<file path="config.mk">
export PLATFORM = sky130hd
export DESIGN_NAME = activity_mark_16
export DESIGN_NICKNAME = d
export VERILOG_FILES = /design/src/rtl/activity_mark_16.sv
export SDC_FILE = /design/constraint.sdc
export NUM_CORES = 1
export LEC_CHECK = 0
export BUFFER_PORTS_ARGS = -buffer_cell sky130_fd_sc_hd__buf_2
export CAP_MARGIN = 25
export CORE_UTILIZATION = 50
export CTS_CLUSTER_SIZE = 25
export DETAILED_ROUTE_END_ITERATION = 10
export PLACE_DENSITY = 0.73
export SLEW_MARGIN = 20
export SYNTH_ARGS = -nofsm -noshare
export SYNTH_HDL_FRONTEND = slang
export SYNTH_SLANG_ARGS = --single-unit
</file>
<file path="constraint.sdc">
create_clock -name clk -period 5.7 [get_ports clk]
set_input_delay 0.57 -clock clk [delete_from_list [all_inputs] [get_ports clk]]
set_output_delay 0.57 -clock clk [all_outputs]
set_load 0.05 [all_outputs]
</file>
<file path="src/rtl/activity_mark_16.sv">
// Double-banked 16-element activity bitmap: marks accumulate in next_bank,
// a drain snapshots them into active_bank and streams indices lowest-first.
module activity_mark_16 (
  input  logic       clk,
  input  logic       reset,
  input  logic       clear,
  input  logic       mark_valid,
  input  logic [3:0] mark_idx,
  input  logic       drain_start,
  output logic       out_valid,
  output logic [3:0] out_idx,
  input  logic       out_ready,
  output logic       done,
  output logic       busy,
  output logic [4:0] next_count
);

  typedef enum logic [1:0] {IDLE, LOAD, DRAIN, DONE} state_t;

  state_t      state_reg, state_next;
  logic [15:0] next_bank_reg, next_bank_next;
  logic [15:0] active_bank_reg, active_bank_next;
  logic        out_valid_reg, out_valid_next;
  logic [3:0]  out_idx_reg, out_idx_next;
  logic [4:0]  next_count_reg, next_count_next;

  logic [15:0] mark_vec;
  logic [15:0] rem;

  function automatic logic [3:0] lowest_bit(input logic [15:0] b);
    logic [3:0] r;
    r = 4'd0;
    for (int i = 15; i >= 0; i--) begin
      if (b[i]) r = 4'(i);
    end
    return r;
  endfunction

  function automatic logic [4:0] popcount16(input logic [15:0] b);
    logic [4:0] c;
    c = 5'd0;
    for (int i = 0; i < 16; i++) begin
      c = c + 5'(b[i]);
    end
    return c;
  endfunction

  assign mark_vec = mark_valid ? (16'd1 << mark_idx) : 16'd0;
  assign rem      = active_bank_reg & ~(16'd1 << out_idx_reg);

  always_comb begin
    state_next       = state_reg;
    next_bank_next   = next_bank_reg | mark_vec;
    active_bank_next = active_bank_reg;
    out_valid_next   = out_valid_reg;
    out_idx_next     = out_idx_reg;

    unique case (state_reg)
      IDLE: begin
        if (drain_start) begin
          // A mark coincident with the snapshot joins this pass.
          active_bank_next = next_bank_reg | mark_vec;
          next_bank_next   = 16'd0;
          state_next       = LOAD;
        end
      end
      LOAD: begin
        if (active_bank_reg != 16'd0) begin
          out_idx_next   = lowest_bit(active_bank_reg);
          out_valid_next = 1'b1;
          state_next     = DRAIN;
        end else begin
          state_next = DONE;
        end
      end
      DRAIN: begin
        if (out_valid_reg && out_ready) begin
          active_bank_next = rem;
          if (rem != 16'd0) begin
            out_idx_next = lowest_bit(rem);
          end else begin
            out_valid_next = 1'b0;
            state_next     = DONE;
          end
        end
      end
      DONE: begin
        state_next = IDLE;
      end
      default: state_next = IDLE;
    endcase

    if (clear) begin
      state_next       = IDLE;
      next_bank_next   = 16'd0;
      active_bank_next = 16'd0;
      out_valid_next   = 1'b0;
    end

    next_count_next = popcount16(next_bank_next);
  end

  always_ff @(posedge clk or posedge reset) begin
    if (reset) begin
      state_reg       <= IDLE;
      next_bank_reg   <= 16'd0;
      active_bank_reg <= 16'd0;
      out_valid_reg   <= 1'b0;
      out_idx_reg     <= 4'd0;
      next_count_reg  <= 5'd0;
    end else begin
      state_reg       <= state_next;
      next_bank_reg   <= next_bank_next;
      active_bank_reg <= active_bank_next;
      out_valid_reg   <= out_valid_next;
      out_idx_reg     <= out_idx_next;
      next_count_reg  <= next_count_next;
    end
  end

  assign out_valid  = out_valid_reg;
  assign out_idx    = out_idx_reg;
  assign next_count = next_count_reg;
  assign done       = (state_reg == DONE);
  assign busy       = (state_reg != IDLE);

endmodule

</file>
* Word level (Yosys, flattened, before mapping)
Cells that the tools add are included.
** Storage, ports and cells
- Register bits after elaboration :: 44
- Output and inout bits :: 12
- Logic and storage cells :: 103
** Cells by class
- $add $sub $neg :: 15
- Eq/ne operators :: 10
- Shift operators :: 2
- Multiplexer cells :: 55
- Bitwise gates (word level) :: 3
- Reduce and logical (&&, ||, !) cells :: 12
** Operators by type and width (number)
- 2-to-1 mux 4 bit :: 35
- 2-to-1 mux 16 bit :: 7
- adder 5 x 1 -> 5 bit :: 11
- case mux 16 bit (2 select lines) :: 1
- nonzero test 16 bit :: 2
- left shift 1 x 4 -> 16 bit (first input constant) :: 2
- AND 16 bit :: 1
- inverter 16 bit :: 1
- OR 16 bit :: 1
- inequality test 3 bit (second input constant) :: 4
- 2-to-1 mux 2 bit :: 4
- case mux 2 bit (4 select lines) :: 1
- case mux 4 bit (2 select lines) :: 1
- AND reduction 4 bit :: 2
- inequality test 2 bit (second input constant) :: 3
- AND reduction 3 bit :: 2
- nonzero test 3 bit :: 2
- adder 4 x 1 -> 5 bit :: 1
- 2-to-1 mux 1 bit :: 5
- adder 3 x 1 -> 4 bit :: 1
- == test 2 bit (second input constant) :: 2
- nonzero test 2 bit :: 2
- adder 2 x 1 -> 3 bit :: 1
- adder 1 x 1 -> 2 bit :: 1
- 4 further kinds :: 4

* Longest topological paths before layout
Gate-level depths: netlist (run 1).
- Depth after elaboration :: 22
- Depth in mapped cells :: 17

* Worst setup path before layout (run 1)
OpenSTA, ideal clock, no wires.
- Kind :: flip-flop to flip-flop
- From :: reg state_reg[0]
- To :: reg next_count_reg[4] (netlist: next_count[4])
- Setup time :: 0.064 ns
- Arrival time :: 4.211 ns
- Required time :: 5.636 ns
- Setup slack :: 1.425 ns
- Cell stages (with the launch flop) :: 17
- Buffers on the path :: 1
- Cell sequence :: dfrtp_1 > inv_1 > ha_1 > a21o_1 > clkbuf_1 > nor2_1 > fa_1 > fa_1 > inv_1 > fa_1 > inv_1 > fa_1 > ha_1 > inv_1 > fa_1 > nor2b_1 > o21a_1
** Between the ends
- Elaborated cells between the ends (all ways) :: 18
- Those cells by class :: 15 x add/sub; 2 x mux; 1 x reduce/logical
** RTL lines
- start: declaration :: RTL line 20 : state_t state_reg, state_next;
- start signal: assignment :: RTL line 112 : state_reg <= state_next;
- zero test 2 bit :: RTL line 58 : unique case (state_reg)
- 2-to-1 mux 16 bit :: RTL line 58
- 2-to-1 mux 16 bit :: RTL line 93 : if (clear) begin
- via next_bank_next[13] :: RTL line 21 : logic [15:0] next_bank_reg, next_bank_next;
- adder 5 x 1 -> 5 bit (3 in a row) :: RTL line 43 : c = c + 5'(b[i]);
- via next_count_next[4] :: RTL line 25 : logic [4:0] next_count_reg, next_count_next;
- end signal: assignment :: RTL line 117 : next_count_reg <= next_count_next;
- end: declaration :: RTL line 25
The timed path passes the listed nets, and every way through them passes these cells.
A chain may end at the register's enable or synchronous reset.

* Final worst setup path (run 1)
- From :: reg state_reg[0]
- To :: reg next_count_reg[4] (netlist: next_count[4])
** Between the ends
- Elaborated cells between the ends (all ways) :: 18
- Those cells by class :: 15 x add/sub; 2 x mux; 1 x reduce/logical
** RTL lines (RTL line)
- zero test 2 bit :: 58
- 2-to-1 mux 16 bit :: 58
- 2-to-1 mux 16 bit :: 93
- via next_bank_next[15] :: 21
- adder 5 x 1 -> 5 bit :: 43
- via next_count_next[4] :: 25
The timed path passes the listed nets, and every way through them passes these cells.

==> Implementation_results.wiki, run 1 <==
{| class="wikitable"
! Metric !! Value
|-
| Fin. Hold Viols || 0
|-
| Die height || 79.5 um
|-
| Fmax || 221 MHz
|-
| Syn Inst Count || 325
|-
| Synthesized netlist net count || 355
|-
| Post-synthesis sequential area ratio || 36.7%
|-
| Die ar. || 6310 um2
|-
| Quantity of gates resized following cts || 0
|-
| # Max-Cap Violations || 0
|-
| Layout overhead on the synthesized area || 7.97%
|-
| Least-Margin Pin Slew || 0.923 ns
|-
| GRT Residual Overflow || 0
|-
| Overall routing resource usage || 24.8%
|-
| Largest delay contributor family on the critical path || adder cells
|-
| Worst setup slack for register-to-register paths || 1.17 ns
|-
| Crit-path max FO || 16
|-
| CTS Hold Bufs || 0
|-
| Number of nets still failing antenna checks after routing || 0
|-
| Later-pin clock latency in the skew report || 0.31 ns
|-
| TritonCTS clock tree || done
|-
| Number of filler cells placed in the layout || 497
|-
| Largest stage delay, worst path || 0.52 ns
|-
| Most frequent standard cell in the layout excluding fill and tap cells || sky130_fd_sc_hd__dfrtp_1
|-
| Drt first pass iters || 5
|-
| DRC violations left || 0
|-
| R2r worst-path depth || 15
|-
| Status || finished clean
|-
| Placer's final routability congestion estimate || 0.948
|-
| Final Skew || 0.00965 ns
|-
| Worst-path clk slew || 0.09 ns
|-
| Drt total wl || 6.99 mm
|-
| Clock sinks || 44
|-
| Routed via count divided by cell count || 6.11
|-
| Final period util || 79.5%
|-
| Seq cells post-synth || 44
|-
| Worst Setup End Kind || register
|-
| Standard cell core area || 5640 um2
|-
| Number of non-filler instances in the completed layout || 411
|-
| Row count || 27
|-
| Cell mode on critical path || sky130_fd_sc_hd__fa_1
|-
| Starting density of the core || 53.2%
|-
| Placed Instances || 403
|-
| Worst Hold Margin || 0.451 ns
|-
| Post-synth top flop || sky130_fd_sc_hd__dfrtp_1
|-
| HPWL after DPL || 5.31 mm
|-
| Share of final-layout standard cells stronger than drive strength 1 || 12.4%
|-
| Clock period minus final worst setup slack || 4.53 ns
|-
| Critical-path cell list || inv_1 -> ha_1 -> a21o_1 -> nor2_1 -> fa_1 -> fa_1 -> inv_1 -> fa_1 -> inv_1 -> fa_1 -> ha_1 -> inv_1 -> fa_1 -> nor2b_1 -> o21a_1
|-
| Maximum clock path buffer count || 2
|-
| Number of flops mapped to enable cells by yosys || 0
|-
| Post-synth ARST share || 100%
|-
| Total setup violations reported at the end of the flow || 0
|-
| Hold WC Path Type || in2async
|-
| Initial detailed-routing violation count || 289
|-
| Number of I/O pins || 22
|-
| Mapped cell area || 3000 um2
|-
| Number of buffers and inverters on the critical path || 4
|-
| Input/output buffers || 21
|-
| Maximum number of pins on one net before global-route repair || 45
|-
| Total number of nets in the final design || 368
|-
| Critical path depth in cells || 15
|-
| Sum Neg Setup Slack || 0 ns
|-
| Die span in x || 79.5 um
|-
| Critical Setup Path Class || reg2reg
|-
| Vias in the first global route || 2384
|-
| Relative slew margins || 38.4%
|-
| Most used cells in the layout excluding fill and tap cells || sky130_fd_sc_hd__dfrtp_1 (44), sky130_fd_sc_hd__nor2_1 (40), sky130_fd_sc_hd__a21oi_1 (27)
|-
| Unique cell type count in the Yosys netlist || 57
|-
| Average routed wire per standard cell || 17.0 um
|-
| Setup repair bufs after CTS || 0
|-
| Antenna violations before repair || 0
|-
| Final antenna diode count || 0
|-
| Power density relative to cell area || 349 nW/um2
|-
| Average cell area after synthesis || 9.23 um2
|-
| First-pass GRT wire length || 11.9 mm
|-
| Total CTS buffers || 5
|-
| Clock Tree Root || sky130_fd_sc_hd__clkbuf_8
|-
| Total leakage power || 1.51 nW
|-
| Number of vias in the routed layout || 2511
|-
| Maximum VDD drop || 0.190 mV
|-
| Number of max-slew violations in the final report || 0
|-
| Level count of the clock H-tree || 2
|-
| Number of warnings printed during yosys synthesis || 0
|-
| Critical path startpoint category || register
|-
| Unrepaired setup endpoints after global routing || no
|-
| Critical path required time || 5.96 ns
|-
| Cell with the biggest individual delay on the critical path || sky130_fd_sc_hd__fa_1
|-
| Signal arrival time at the worst endpoint || 4.79 ns
|}
power by group:
group          internal [mW]  total, mW  switching (mW)
Combinational          0.161      0.465           0.304
Sequential             0.338      0.406          0.0678
Clock                  0.143      0.259           0.115
Total                  0.643       1.13           0.487
final timing paths:
check	endpoint	start
max in group asynchronous	active_bank_reg[1]$_DFFE_PP0P_	reset
min in group clk	out_valid$_DFFE_PP0P_	clear
hold / removal	active_bank_reg[13]$_DFFE_PP0P_	reset
setup / recovery	next_count[4]$_DFF_PP0_	state_reg[0]$_DFFE_PP0P_
hold reg to reg	active_bank_reg[1]$_DFFE_PP0P_	next_bank_reg[1]$_DFF_PP0_
setup reg to reg	next_count[4]$_DFF_PP0_	state_reg[0]$_DFFE_PP0P_
kinds of logic (layout without fill, tap and decap cells):
logic type | after synthesis | in the layout | synth area share, %
AOI/OAI and AO/OA | 108 | 108 | 23.7
and+or+nand+nor | 93 | 93 | 15.9
DFF | 44 | 44 | 36.7
buffers and inverters | 39 | 53 | 5.59
adders and majority gates | 20 | 20 | 10.8
muxes | 19 | 19 | 6.72
xor gates and xnor gates | 2 | 2 | 0.584
per-layer routing:
layer  vias up  part of all wire [%]  GRT usage [%]
met5         -                     0              0
met4         0                   1.7           7.27
met3        14                   5.3           5.14
met2        82                    47           37.7
met1      1213                    46           35.5
li1       1202                     -              -
cell type report:
type                    instances  area (um2)  share of cell area [%]
repair buffers                 21         105                    3.25
well taps                      72        90.1                    2.78
flip-flops and latches         44        1100                    34.0
multi-input cells             242        1730                    53.4
clock buffers                   6        82.6                    2.55
clock inverters                 2        38.8                    1.20
inverters                      24        90.1                    2.78
through the flow:
step / cell area [um2] / util, % / power, mW / setup slack (ns)
2_1_floorplan: 3000 / - / 0.773 / 1.43
3_3_place_gp: 3120 / 55.2 / 0.864 / 1.19
3_5_place_dp: 3120 / 55.2 / 0.871 / 1.13
4_1_cts: 3240 / 57.4 / 1.13 / 1.16
5_1_grt: 3240 / 57.4 / 1.20 / 0.919
6_report: 3240 / 57.4 / 1.13 / 1.17
synth_stat cells (all sizes together), types with 2 or more instances:
library cell | number | area [um2]
a211oi | 2 | 20.0
a21boi | 2 | 15.0
a21o | 3 | 22.5
a21oi | 27 | 135
a22o | 6 | 52.6
a31oi | 13 | 81.3
and3 | 4 | 25.0
buf | 7 | 47.6
clkbuf | 8 | 30.0
dfrtp | 44 | 1100
fa | 10 | 200
ha | 10 | 125
inv | 24 | 90.1
mux2 | 3 | 41.3
mux2i | 16 | 160
nand2 | 11 | 41.3
nand2b | 5 | 31.3
nand3 | 6 | 30.0
nand3b | 2 | 15.0
nor2 | 40 | 150
nor2b | 8 | 50.1
nor3 | 4 | 20.0
nor3b | 3 | 27.5
nor4 | 5 | 46.3
o211ai | 2 | 15.0
o21a | 2 | 15.0
o21ai | 26 | 134
o21bai | 3 | 22.5
o31ai | 5 | 37.5
o32ai | 3 | 26.3
o41ai | 2 | 17.5
or2 | 2 | 12.5
xnor2 | 2 | 17.5
No activity file was read; power rests on OpenSTA's default activity.
==> run 2: changes to the inputs <==
--- a/config.mk
+++ b/config.mk
@@ -5,12 +5,13 @@
 export SDC_FILE = /design/constraint.sdc
 export NUM_CORES = 1
 export LEC_CHECK = 0
+export ABC_AREA = 1
 export BUFFER_PORTS_ARGS = -buffer_cell sky130_fd_sc_hd__buf_2
 export CAP_MARGIN = 25
 export CORE_UTILIZATION = 50
 export CTS_CLUSTER_SIZE = 25
 export DETAILED_ROUTE_END_ITERATION = 10
-export PLACE_DENSITY = 0.73
+export PLACE_DENSITY = 0.76
 export SLEW_MARGIN = 20
 export SYNTH_ARGS = -nofsm -noshare
 export SYNTH_HDL_FRONTEND = slang
==> constraint.sdc (replaced) <==
create_clock -name clk -period 3.7 [get_ports clk]
set_input_delay 0.37 -clock clk [delete_from_list [all_inputs] [get_ports clk]]
set_output_delay 0.37 -clock clk [all_outputs]
set_load 0.05 [all_outputs]
==> Implementation_results.wiki, run 2 <==
{| class="wikitable"
! Metric !! Value
|-
| Status || complete, but fails checks
|-
| Violations in the final reports || negative setup slack
|-
| Post-route worst setup slack || -0.153 ns (-1.32 ns)
|-
| Power density relative to cell area || 604 nW/um2 (+73%)
|-
| Library cell with the highest instance count after synthesis || sky130_fd_sc_hd__nand2_1
|-
| Multi-input logic area || 1590 um2 (-8.3%)
|-
| Critical path required time || 3.90 ns (-2.06 ns)
|-
| Final antenna diode count || 0 (unchanged)
|-
| Total CTS buffers || 5 (unchanged)
|-
| Starting density of the core || 51.7% (-1.5 points)
|-
| Row count || 27 (unchanged)
|-
| Cell with the biggest individual delay on the critical path || sky130_fd_sc_hd__fa_1
|-
| Leading cell types by total area after synthesis || sky130_fd_sc_hd__dfrtp_1 (39%), sky130_fd_sc_hd__nand2_1 (9.6%), sky130_fd_sc_hd__inv_1 (7.4%)
|-
| Critical Setup Path Class || reg2reg
|-
| Number of warnings printed during yosys synthesis || 0 (unchanged)
|-
| Die span in x || 77.2 um (-2.8%)
|-
| Hold WC Path Type || in2async
|-
| Initial detailed-routing violation count || 253 (-12%)
|-
| Drt first pass iters || 5 (unchanged)
|-
| Least-Margin Pin Slew || 0.559 ns (-0.364 ns)
|-
| Clock period minus final worst setup slack || 3.85 ns (-0.680 ns)
|-
| Total leakage power || 1.86 nW (+23%)
|-
| Number of buffers and inverters on the critical path || 5 (+1)
|-
| Number of non-filler instances in the completed layout || 502 (+22%)
|-
| Total number of nets in the final design || 460 (+25%)
|-
| Unrepaired setup endpoints after global routing || yes
|-
| Average cell area after synthesis || 7.60 um2 (-18%)
|-
| Total setup violations reported at the end of the flow || 3 (+3)
|-
| Clock sinks || 44 (unchanged)
|-
| Clock Tree Root || sky130_fd_sc_hd__clkbuf_8
|-
| Number of I/O pins || 22 (unchanged)
|-
| Mapped cell area || 2830 um2 (-5.7%)
|-
| Largest stage delay, worst path || 0.56 ns (+0.04 ns)
|-
| Die ar. || 5960 um2 (-5.5%)
|-
| Most frequent standard cell in the layout excluding fill and tap cells || sky130_fd_sc_hd__nand2_1
|-
| Routed met2 length || 3.64 mm (+12%)
|-
| Fmax || 260 MHz (+18%)
|-
| Maximum number of pins on one net before global-route repair || 45 (unchanged)
|-
| Startpoint of the worst register-to-register path || state_reg[0]$_DFFE_PP0P_
|-
| Most area-hungry cell type in the Yosys netlist || sky130_fd_sc_hd__dfrtp_1
|-
| Metal-1 WL || 3.18 mm (-1.9%)
|-
| Relative slew margins || 62.7% (+24 points)
|-
| Critical-path cell list || inv_2 -> ha_4 -> nand2_8 -> nand2_8 -> nor2_4 -> fa_1 -> inv_1 -> fa_1 -> fa_1 -> inv_1 -> fa_1 -> ha_2 -> inv_2 -> fa_2 -> inv_2
|-
| # Max-Cap Violations || 0 (unchanged)
|-
| Largest delay contributor family on the critical path || adder cells
|-
| Final period util || 104% (+25 points)
|-
| Most used cells in the layout excluding fill and tap cells || sky130_fd_sc_hd__nand2_1 (70), sky130_fd_sc_hd__inv_1 (49), sky130_fd_sc_hd__dfrtp_1 (44)
|-
| Placer's final routability congestion estimate || 0.948 (about the same)
|-
| Standard cell core area || 5470 um2 (-3.0%)
|-
| Maximum VDD drop || 0.294 mV (+54%)
|-
| Post-synthesis sequential area ratio || 38.9% (+2.2 points)
|-
| Number of nets still failing antenna checks after routing || 0 (unchanged)
|-
| Average routed wire per standard cell || 14.7 um (-13%)
|-
| First-pass GRT wire length || 12.9 mm (+7.6%)
|-
| Antenna violations before repair || 0 (unchanged)
|-
| Maximum clock path buffer count || 2 (unchanged)
|-
| Seq cells post-synth || 44 (unchanged)
|-
| Metal3 WL || 355 um (-4.3%)
|-
| Total power after layout || 2.10 mW (+86%)
|-
| Most used standard cells in the synthesized netlist || sky130_fd_sc_hd__nand2_1 (72), sky130_fd_sc_hd__inv_1 (56), sky130_fd_sc_hd__dfrtp_1 (44)
|-
| Signal arrival time at the worst endpoint || 4.06 ns (-0.73 ns)
|-
| Later-pin clock latency in the skew report || 0.31 ns (about the same)
|-
| Routed via count divided by cell count || 5.53 (-9.5%)
|-
| Drt total wl || 7.39 mm (+5.8%)
|-
| Vias in the first global route || 2821 (+18%)
|-
| Number of filler cells placed in the layout || 473 (-4.8%)
|-
| Post-placement cell area || 3310 um2 (+6.3%)
|-
| Syn Inst Count || 372 (+14%)
|-
| Cell mode on critical path || sky130_fd_sc_hd__fa_1
|-
| Overall routing resource usage || 27.5% (+2.7 points)
|-
| DR top layer || met4
|-
| Final std cell area, no fill || 3480 um2 (+7.5%)
|-
| HPWL after DPL || 5.57 mm (+4.8%)
|-
| Final Skew || 0.0109 ns (+0.00129 ns)
|-
| DRC violations left || 0 (unchanged)
|-
| Critical path startpoint category || register
|-
| Layout overhead on the synthesized area || 23.0%
|-
| Fin. Hold Viols || 0 (unchanged)
|-
| Synthesized netlist net count || 402 (+13%)
|-
| Placed Instances || 491 (+22%)
|-
| Input/output buffers || 21 (unchanged)
|-
| Worst-path clk slew || 0.08 ns (about the same)
|-
| CTS Hold Bufs || 0 (unchanged)
|-
| Launching element of the worst setup path || state_reg[0]$_DFFE_PP0P_
|-
| Unique cell type count in the Yosys netlist || 34 (-40%)
|-
| Number of vias in the routed layout || 2775 (+11%)
|-
| Level count of the clock H-tree || 2 (unchanged)
|-
| Share of final-layout standard cells stronger than drive strength 1 || 24.0% (+12 points)
|-
| Die height || 77.2 um (-2.8%)
|-
| Sequential cell area in the final layout || 1100 um2 (unchanged)
|-
| TritonCTS clock tree || done
|-
| Post-synth top flop || sky130_fd_sc_hd__dfrtp_1
|-
| Worst Setup End Kind || register
|-
| Post-synth ARST share || 100% (unchanged)
|-
| Area share of the leading cell type in the synthesized netlist || 38.9% (+2.2 points)
|-
| GRT Residual Overflow || 0 (unchanged)
|-
| Number of flops mapped to enable cells by yosys || 0 (unchanged)
|-
| Number of max-slew violations in the final report || 0 (unchanged)
|-
| Crit-path max FO || 6 (-10)
|}
## run 2: metrics by stage
stage | utilization (%) | worst slack [ns] | setup TNS, ns | hold WS [ns]
floorplan | - | -0.246 | -0.567 | 0.488
global placement | 60.6 | -0.454 | -1.46 | 0.494
detailed placement | 60.6 | -0.466 | -1.47 | 0.503
CTS | 63.2 | -0.165 | -0.329 | 0.214
global route | 63.6 | -0.252 | -0.672 | 0.243
finish | 63.6 | -0.153 | -0.316 | 0.181
## run 2: worst register-to-register path, cell delays in order, from the launching register on
cell	delay (ns)
sky130_fd_sc_hd__dfrtp_1	0.39
sky130_fd_sc_hd__inv_2	0.08
sky130_fd_sc_hd__ha_4	0.16
sky130_fd_sc_hd__nand2_8	0.08
sky130_fd_sc_hd__nand2_8	0.11
sky130_fd_sc_hd__nor2_4	0.05
sky130_fd_sc_hd__fa_1	0.56
sky130_fd_sc_hd__inv_1	0.05
sky130_fd_sc_hd__fa_1	0.45
sky130_fd_sc_hd__fa_1	0.49
sky130_fd_sc_hd__inv_1	0.05
sky130_fd_sc_hd__fa_1	0.49
sky130_fd_sc_hd__ha_2	0.19
sky130_fd_sc_hd__inv_2	0.04
sky130_fd_sc_hd__fa_2	0.53
sky130_fd_sc_hd__inv_2	0.03
## run 2: cells by family (layout without fill, tap and decap cells)
group | count (synthesis) | in the layout | share of synthesized area, %
adder cells (fa/ha/maj) | 20 | 20 | 11.5
XOR/XNOR | 2 | 2 | 0.619
AND/OR/NAND/NOR | 150 | 151 | 21.9
AO/OA/AOI/OAI | 85 | 85 | 17.5
flip-flops | 44 | 44 | 38.9
buffers and inverters | 71 | 128 | 9.60
## run 2: final cells by class
type / instances / share of cell area (%)
Sequential cell: 44 / 31.6
Timing Repair Buffer: 59 / 11.2
Multi-Input combinational cell: 258 / 45.6
Clock inverter: 1 / 0.144
Clock buffer: 6 / 2.09
Inverter: 62 / 6.72
Tap cell: 72 / 2.59
## run 2: final timing paths
path,to,depth (start not counted),slack (ns)
min in group clk,next_bank_reg[15]$_DFF_PP0_,4,0.49
setup / recovery,next_count[1]$_DFF_PP0_,15,-0.15
hold / removal,active_bank_reg[12]$_DFFE_PP0P_,3,0.18
max in group asynchronous,active_bank_reg[11]$_DFFE_PP0P_,3,3.13
hold reg to reg,out_valid$_DFFE_PP0P_,2,0.52
setup reg to reg,next_count[1]$_DFF_PP0_,15,-0.15
## run 2: metal layers
layer,track usage (%),vias up
li1,-,1324
met1,35.1,1335
met2,46.1,92
met3,4.17,24
met4,12.1,0
met5,0,-
## run 2: power by group
group	switching [mW]	internal (mW)	leakage, nW
clock network	0.165	0.129	0.0410
registers	0.0905	0.554	0.601
logic	0.771	0.391	1.22
total	1.03	1.07	1.86
## run 2: what timing repair did
| item | 4_1_cts | 5_1_grt |
|---|---|---|
| pin swaps | 7 | 3 |
| endpoints found under the setup margin | 4 | 4 |
| buffers inserted | 2 | 1 |
| gates cloned | 1 | 0 |
| resized for setup | 8 | 6 |
| endpoints found under the hold margin | 0 | 0 |
